`config.mk`:
```
export PLATFORM = sky130hd
export DESIGN_NAME = wallace_mult_pipe
export DESIGN_NICKNAME = d
export VERILOG_FILES = /design/src/rtl/wallace_mult_pipe.sv
export SDC_FILE = /design/constraint.sdc
export NUM_CORES = 1
export LEC_CHECK = 0
export ABC_AREA = 0
export BUFFER_PORTS_ARGS = -buffer_cell sky130_fd_sc_hd__clkbuf_2
export CAP_MARGIN = 10
export CORE_ASPECT_RATIO = 0.75
export CORE_MARGIN = 2
export CORE_UTILIZATION = 65
export CTS_CLUSTER_SIZE = 25
export DETAILED_ROUTE_END_ITERATION = 10
export GPL_ROUTABILITY_DRIVEN = 0
export PLACE_DENSITY = 0.85
export REMOVE_ABC_BUFFERS = 1
export SLEW_MARGIN = 20
export SYNTH_ARGS = -nofsm -noshare
export SYNTH_HDL_FRONTEND = slang
export SYNTH_SLANG_ARGS = --single-unit
```
`constraint.sdc`:
```
create_clock -name clk -period 4.15 [get_ports clk]
set_input_delay 0 -clock clk [delete_from_list [all_inputs] [get_ports clk]]
set_output_delay 0 -clock clk [all_outputs]
set_load 0.05 [all_outputs]
```
`src/rtl/wallace_mult_pipe.sv`:
```
`timescale 1ns/1ps
`default_nettype none
// +----------------------------------------------------------------------------+
// | wallace_mult_pipe: pipelined signed/unsigned multiplier, Baugh-Wooley rows |
// | reduced by a carry-save Wallace tree, final CPA in the last stage.        |
// | Revision: 1.0                                                              |
// +----------------------------------------------------------------------------+
module wallace_mult_pipe #(
  parameter int WIDTH  = 8,
  parameter int STAGES = 3
) (
  input  logic               clk,
  input  logic               rst_n,
  input  logic               in_valid,
  output logic               in_ready,
  input  logic [WIDTH-1:0]   a,
  input  logic [WIDTH-1:0]   b,
  input  logic               signed_mode,
  output logic               out_valid,
  input  logic               out_ready,
  output logic [2*WIDTH-1:0] prod,
  output logic               busy
);

  localparam int PW = 2 * WIDTH;

  typedef logic [WIDTH-1:0][PW-1:0] rows_t;

  function automatic int rows_after(input int n);
    return 2 * (n / 3) + (n % 3);
  endfunction

  function automatic int num_layers();
    int n;
    int l;
    n = WIDTH;
    l = 0;
    for (int i = 0; i < 2 * WIDTH; i++) begin
      if (n > 2) begin
        n = rows_after(n);
        l = l + 1;
      end
    end
    return l;
  endfunction

  localparam int LAYERS = num_layers();

  function automatic int rows_at(input int p);
    int n;
    n = WIDTH;
    for (int i = 0; i < 2 * WIDTH; i++) begin
      if (i < p) n = rows_after(n);
    end
    return n;
  endfunction

  // First layer index handled by stage s; the last stage only does the final add.
  function automatic int bound(input int s);
    if (STAGES == 1) return (s == 0) ? 0 : LAYERS;
    if (s >= STAGES - 1) return LAYERS;
    return (s * LAYERS) / (STAGES - 1);
  endfunction

  // One word-level 3:2 layer over the first n rows; leftover rows pass through.
  function automatic rows_t csa_layer(input rows_t r, input int n);
    rows_t o;
    int    k;
    o = '0;
    k = 0;
    for (int i = 0; i < WIDTH; i++) begin
      if ((i % 3 == 0) && (i + 2 < n)) begin
        o[k]     = r[i] ^ r[i+1] ^ r[i+2];
        o[k+1]   = ((r[i] & r[i+1]) | (r[i] & r[i+2]) | (r[i+1] & r[i+2])) << 1;
        k = k + 2;
      end else if ((i >= n - (n % 3)) && (i < n)) begin
        o[k] = r[i];
        k = k + 1;
      end
    end
    return o;
  endfunction

  function automatic rows_t apply_layers(input rows_t r, input int n0, input int cnt);
    rows_t t;
    int    n;
    t = r;
    n = n0;
    for (int l = 0; l < 2 * WIDTH; l++) begin
      if (l < cnt) begin
        t = csa_layer(t, n);
        n = rows_after(n);
      end
    end
    return t;
  endfunction

  function automatic logic [PW-1:0] sum_rows(input rows_t r);
    logic [PW-1:0] s;
    s = '0;
    for (int i = 0; i < WIDTH; i++) s = s + r[i];
    return s;
  endfunction

  logic              adv;
  logic [STAGES-1:0] valid_q;
  logic [STAGES-1:0] valid_d;
  logic [STAGES-1:0] stage_in_v;
  logic [PW-1:0]     prod_q;
  rows_t             pp;

  assign adv       = ~valid_q[STAGES-1] | out_ready;
  assign in_ready  = adv;
  assign out_valid = valid_q[STAGES-1];
  assign busy      = |valid_q;
  assign prod      = prod_q;

  // Baugh-Wooley: invert the mixed sign terms, corrections folded into row 0.
  always_comb begin
    pp = '0;
    for (int i = 0; i < WIDTH; i++) begin
      for (int j = 0; j < WIDTH; j++) begin
        pp[i][i+j] = (a[j] & b[i]) ^
                     (signed_mode & ((i == WIDTH - 1) != (j == WIDTH - 1)));
      end
    end
    if (signed_mode) begin
      pp[0][WIDTH] = 1'b1;
      pp[0][PW-1]  = 1'b1;
    end
  end

  always_comb begin
    valid_d = valid_q;
    if (adv) valid_d = stage_in_v;
  end

  always_ff @(posedge clk or negedge rst_n) begin
    if (!rst_n) valid_q <= '0;
    else        valid_q <= valid_d;
  end

  for (genvar s = 0; s < STAGES; s++) begin : g_stage
    rows_t rows_in;
    rows_t rows_out;

    if (s == 0) begin : g_first
      assign rows_in       = pp;
      assign stage_in_v[s] = in_valid;
    end else begin : g_next
      assign rows_in       = g_stage[s-1].g_reg.rows_q;
      assign stage_in_v[s] = valid_q[s-1];
    end

    assign rows_out = apply_layers(rows_in, rows_at(bound(s)), bound(s + 1) - bound(s));

    if (s < STAGES - 1) begin : g_reg
      rows_t rows_q;
      always_ff @(posedge clk) begin
        if (adv && stage_in_v[s]) rows_q <= rows_out;
      end
    end else begin : g_out
      // Loads only on a valid entry so bubbles leave the last result in place.
      always_ff @(posedge clk or negedge rst_n) begin
        if (!rst_n)                    prod_q <= '0;
        else if (adv && stage_in_v[s]) prod_q <= sum_rows(rows_out);
      end
    end
  end

endmodule
`default_nettype wire
```
==> metrics <==
post-CTS setup buffer count 0; clk slew on worst S/H paths 0.08 ns; via count roughly 2,700; sequential-to-total area share from yosys stat about 52%; FF-to-FF path depth 8; vias in the first global route between 2,000 and 3,000; minimum clock period a little under 2 ns; Die H roughly 80 um; Final Skew 0.00569 ns; worst rel slew slack 60.1%; PD cells between 500 and 600 nW/um2; Post-DRT Antenna Nets 0; Synth Instances about 360; pin count of the biggest net entering global routing 41; register area approximately 2500 um2; Finished Core Util between 70 and 80%; crit path kind flip-flop to flip-flop; top cells by area, synth edfxtp_1 42%, fa_1 16%, dfrtp_1 10%; Post-Syn Area 4760 um2; initial core utilization between 60% and 70%; clk_lat worst skew between 0.3 and 0.4 ns; Final #Nets 484; worst vdd ir ~0.28 mV; syn avg cell area ~13 um2; share of cells above drive strength 1 16.8%; Synth top area share between 40% and 50%; Hold Violations, Final 0; TritonCTS Buffers 9; iteration count of the initial detailed-routing pass 4; P_leak 0.00228 uW; GRT overflow 0; multi-input logic area slightly above 2000 um2; placed wire-length estimate between 5000 and 6000 um; Worst Path Required between 4 and 5 ns; Core Region roughly 7000 um2; DRC violations left 0; synth unique cells 37; measured slew at the worst slew-check pin 0.599 ns; clk sinks 86; Critical Path AT 2.18 ns; DR iter-0 viols approximately 120; hold path cells 3; fmax around 0.51 GHz; Critical path origin g_stage[1].g_reg.rows_q[5]; CTS tree done; area delta synth->final 11.5%; most frequent cells after synthesis 67 x edfxtp_1, 41 x nand2_1, 40 x and2_1; Final Max Slew Viols 0; Antenna diodes 0; CP startpoint kind flip-flop; DR WL/cell approximately 15 um; outcome finished clean; num rows 26; Post-synth EDFFs 67; initial antenna violation count 0; Worst Setup End Kind flip-flop; Max Cap Viol 0; Post-synth ARST share between 20 and 25%; die area 8020 um2; first-pass GRT wire length 13,000 um; filler instances roughly 450; Die W ~100 um; Setup TNS Final 0 ns; Final Cycle Share between 40% and 50%; num ports 40; final setup fails 0; Critical R2R Launch g_stage[1].g_reg.rows_q[5]; Root Driver clkbuf_8; unrepaired setup endpoints after global routing false; Max clock buf depth 2; Hold Crit Class input pin to flip-flop; most frequent cell after synthesis edfxtp_1; area leader, netlist edfxtp_1; flops & latches, synth 86; total wire length around 7700 um; top_reg_cell synth edfxtp_1; H-tree depth 3; GRT Util Overall 21.7%; Vias per Instance between 5 and 6; PortBufs 39; post-CTS sizing 0; YS warnings 0; Worst Min Path Start out_ready; CP max FO 4
worst max-delay path, cell delays in order (launching register included):
cell and delay (ns):
edfxtp_1 0.35, ha_1 0.17, inv_1 0.06, fa_1 0.40
nand2b_1 0.19, a21oi_2 0.24, o211ai_1 0.16, mux2i_1 0.17
o311ai_1 0.10
report_power, final:
| group | internal (uW) | total, uW | switching (uW) |
|---|---|---|---|
| logic | 361 | 1100 | 739 |
| clock network | 379 | 658 | 279 |
| registers | 1190 | 1280 | 90.4 |
| total | 1930 | 3040 | 1110 |
routing by layer:
| metal | global-route usage [%] | up-vias | part of all wire (%) |
|---|---|---|---|
| li1 | - | 1276 | - |
| met1 | 30.8 | 1348 | 45 |
| met2 | 34.2 | 85 | 48 |
| met3 | 5.52 | 12 | 5.4 |
| met4 | 5.53 | 0 | 1.4 |
| met5 | 0 | - | 0 |
final cells by class:
type	count	area share [%]
well taps	98	2.31
flip-flops and latches	86	46.9
clock inverters	2	0.236
repair buffers	42	4.20
clock buffers	14	4.48
multi-input cells	224	39.2
inverters	37	2.62
state kept, by name, summed over array words and instances, names as in the netlist:
name / flops
g_stage.g_reg.rows_q: 67
prod: 16
valid_q: 3
layout by cell type (no fill, tap or decap), types with 2 or more instances in the layout:
master         count
dlygate4sd3_1      2
nor2_1             6
mux2i_1            2
mux2_2             8
o311ai_1           2
xnor2_1            8
inv_1             37
xor2_1            11
dfrtp_1           19
a21oi_1            6
o211ai_1           6
ha_1              24
or2b_1             2
nand3_1            2
o21ai_0            8
and2_1            39
fa_1              39
and3_1             3
nand2_1           41
clkbuf_8          10
edfxtp_1          67
clkbuf_2          39
nor3_1             2
clkbuf_16          4
repair_timing:
action                                 4_1_cts  5_1_grt
setup endpoints to repair                    0        0
endpoints found under the hold margin       20        0
hold buffers                                 2        0
per-stage QoR:
step | hold slack [ns] | power (uW) | std cells | worst slack, ns | instance area (um2)
after floorplan | -0.296 | 2110 | 347 | 1.86 | 4700
after detailed placement | -0.0271 | 2400 | 485 | 2.24 | 5030
final | 0.0615 | 3040 | 503 | 2.18 | 5300
after global placement | -0.0344 | 2340 | 485 | 2.33 | 5030
after global routing | 0.0626 | 3230 | 503 | 2.05 | 5300
after CTS | 0.0505 | 3060 | 503 | 2.18 | 5300
final timing paths:
check                      slack, ns                          end
setup / recovery                2.18                     prod[13]
hold / removal                  0.06                   valid_q[0]
setup reg to reg                2.18                     prod[13]
hold reg to reg                 0.44  g_stage[1].g_reg.rows_q[15]
max in group asynchronous       3.69                      prod[2]
min in group asynchronous       0.14                      prod[4]
logic make-up (layout without fill, tap and decap cells):
family	count (synthesis)	after routing	synth area share [%]
flops	86	86	52.3
mux	10	10	2.32
compound gates	30	30	4.05
fa+ha+maj	63	63	22.7
xor+xnor	19	19	3.50
simple gates	102	102	11.1
buf+inv	46	95	4.00
(Power assumes the default switching activity.)
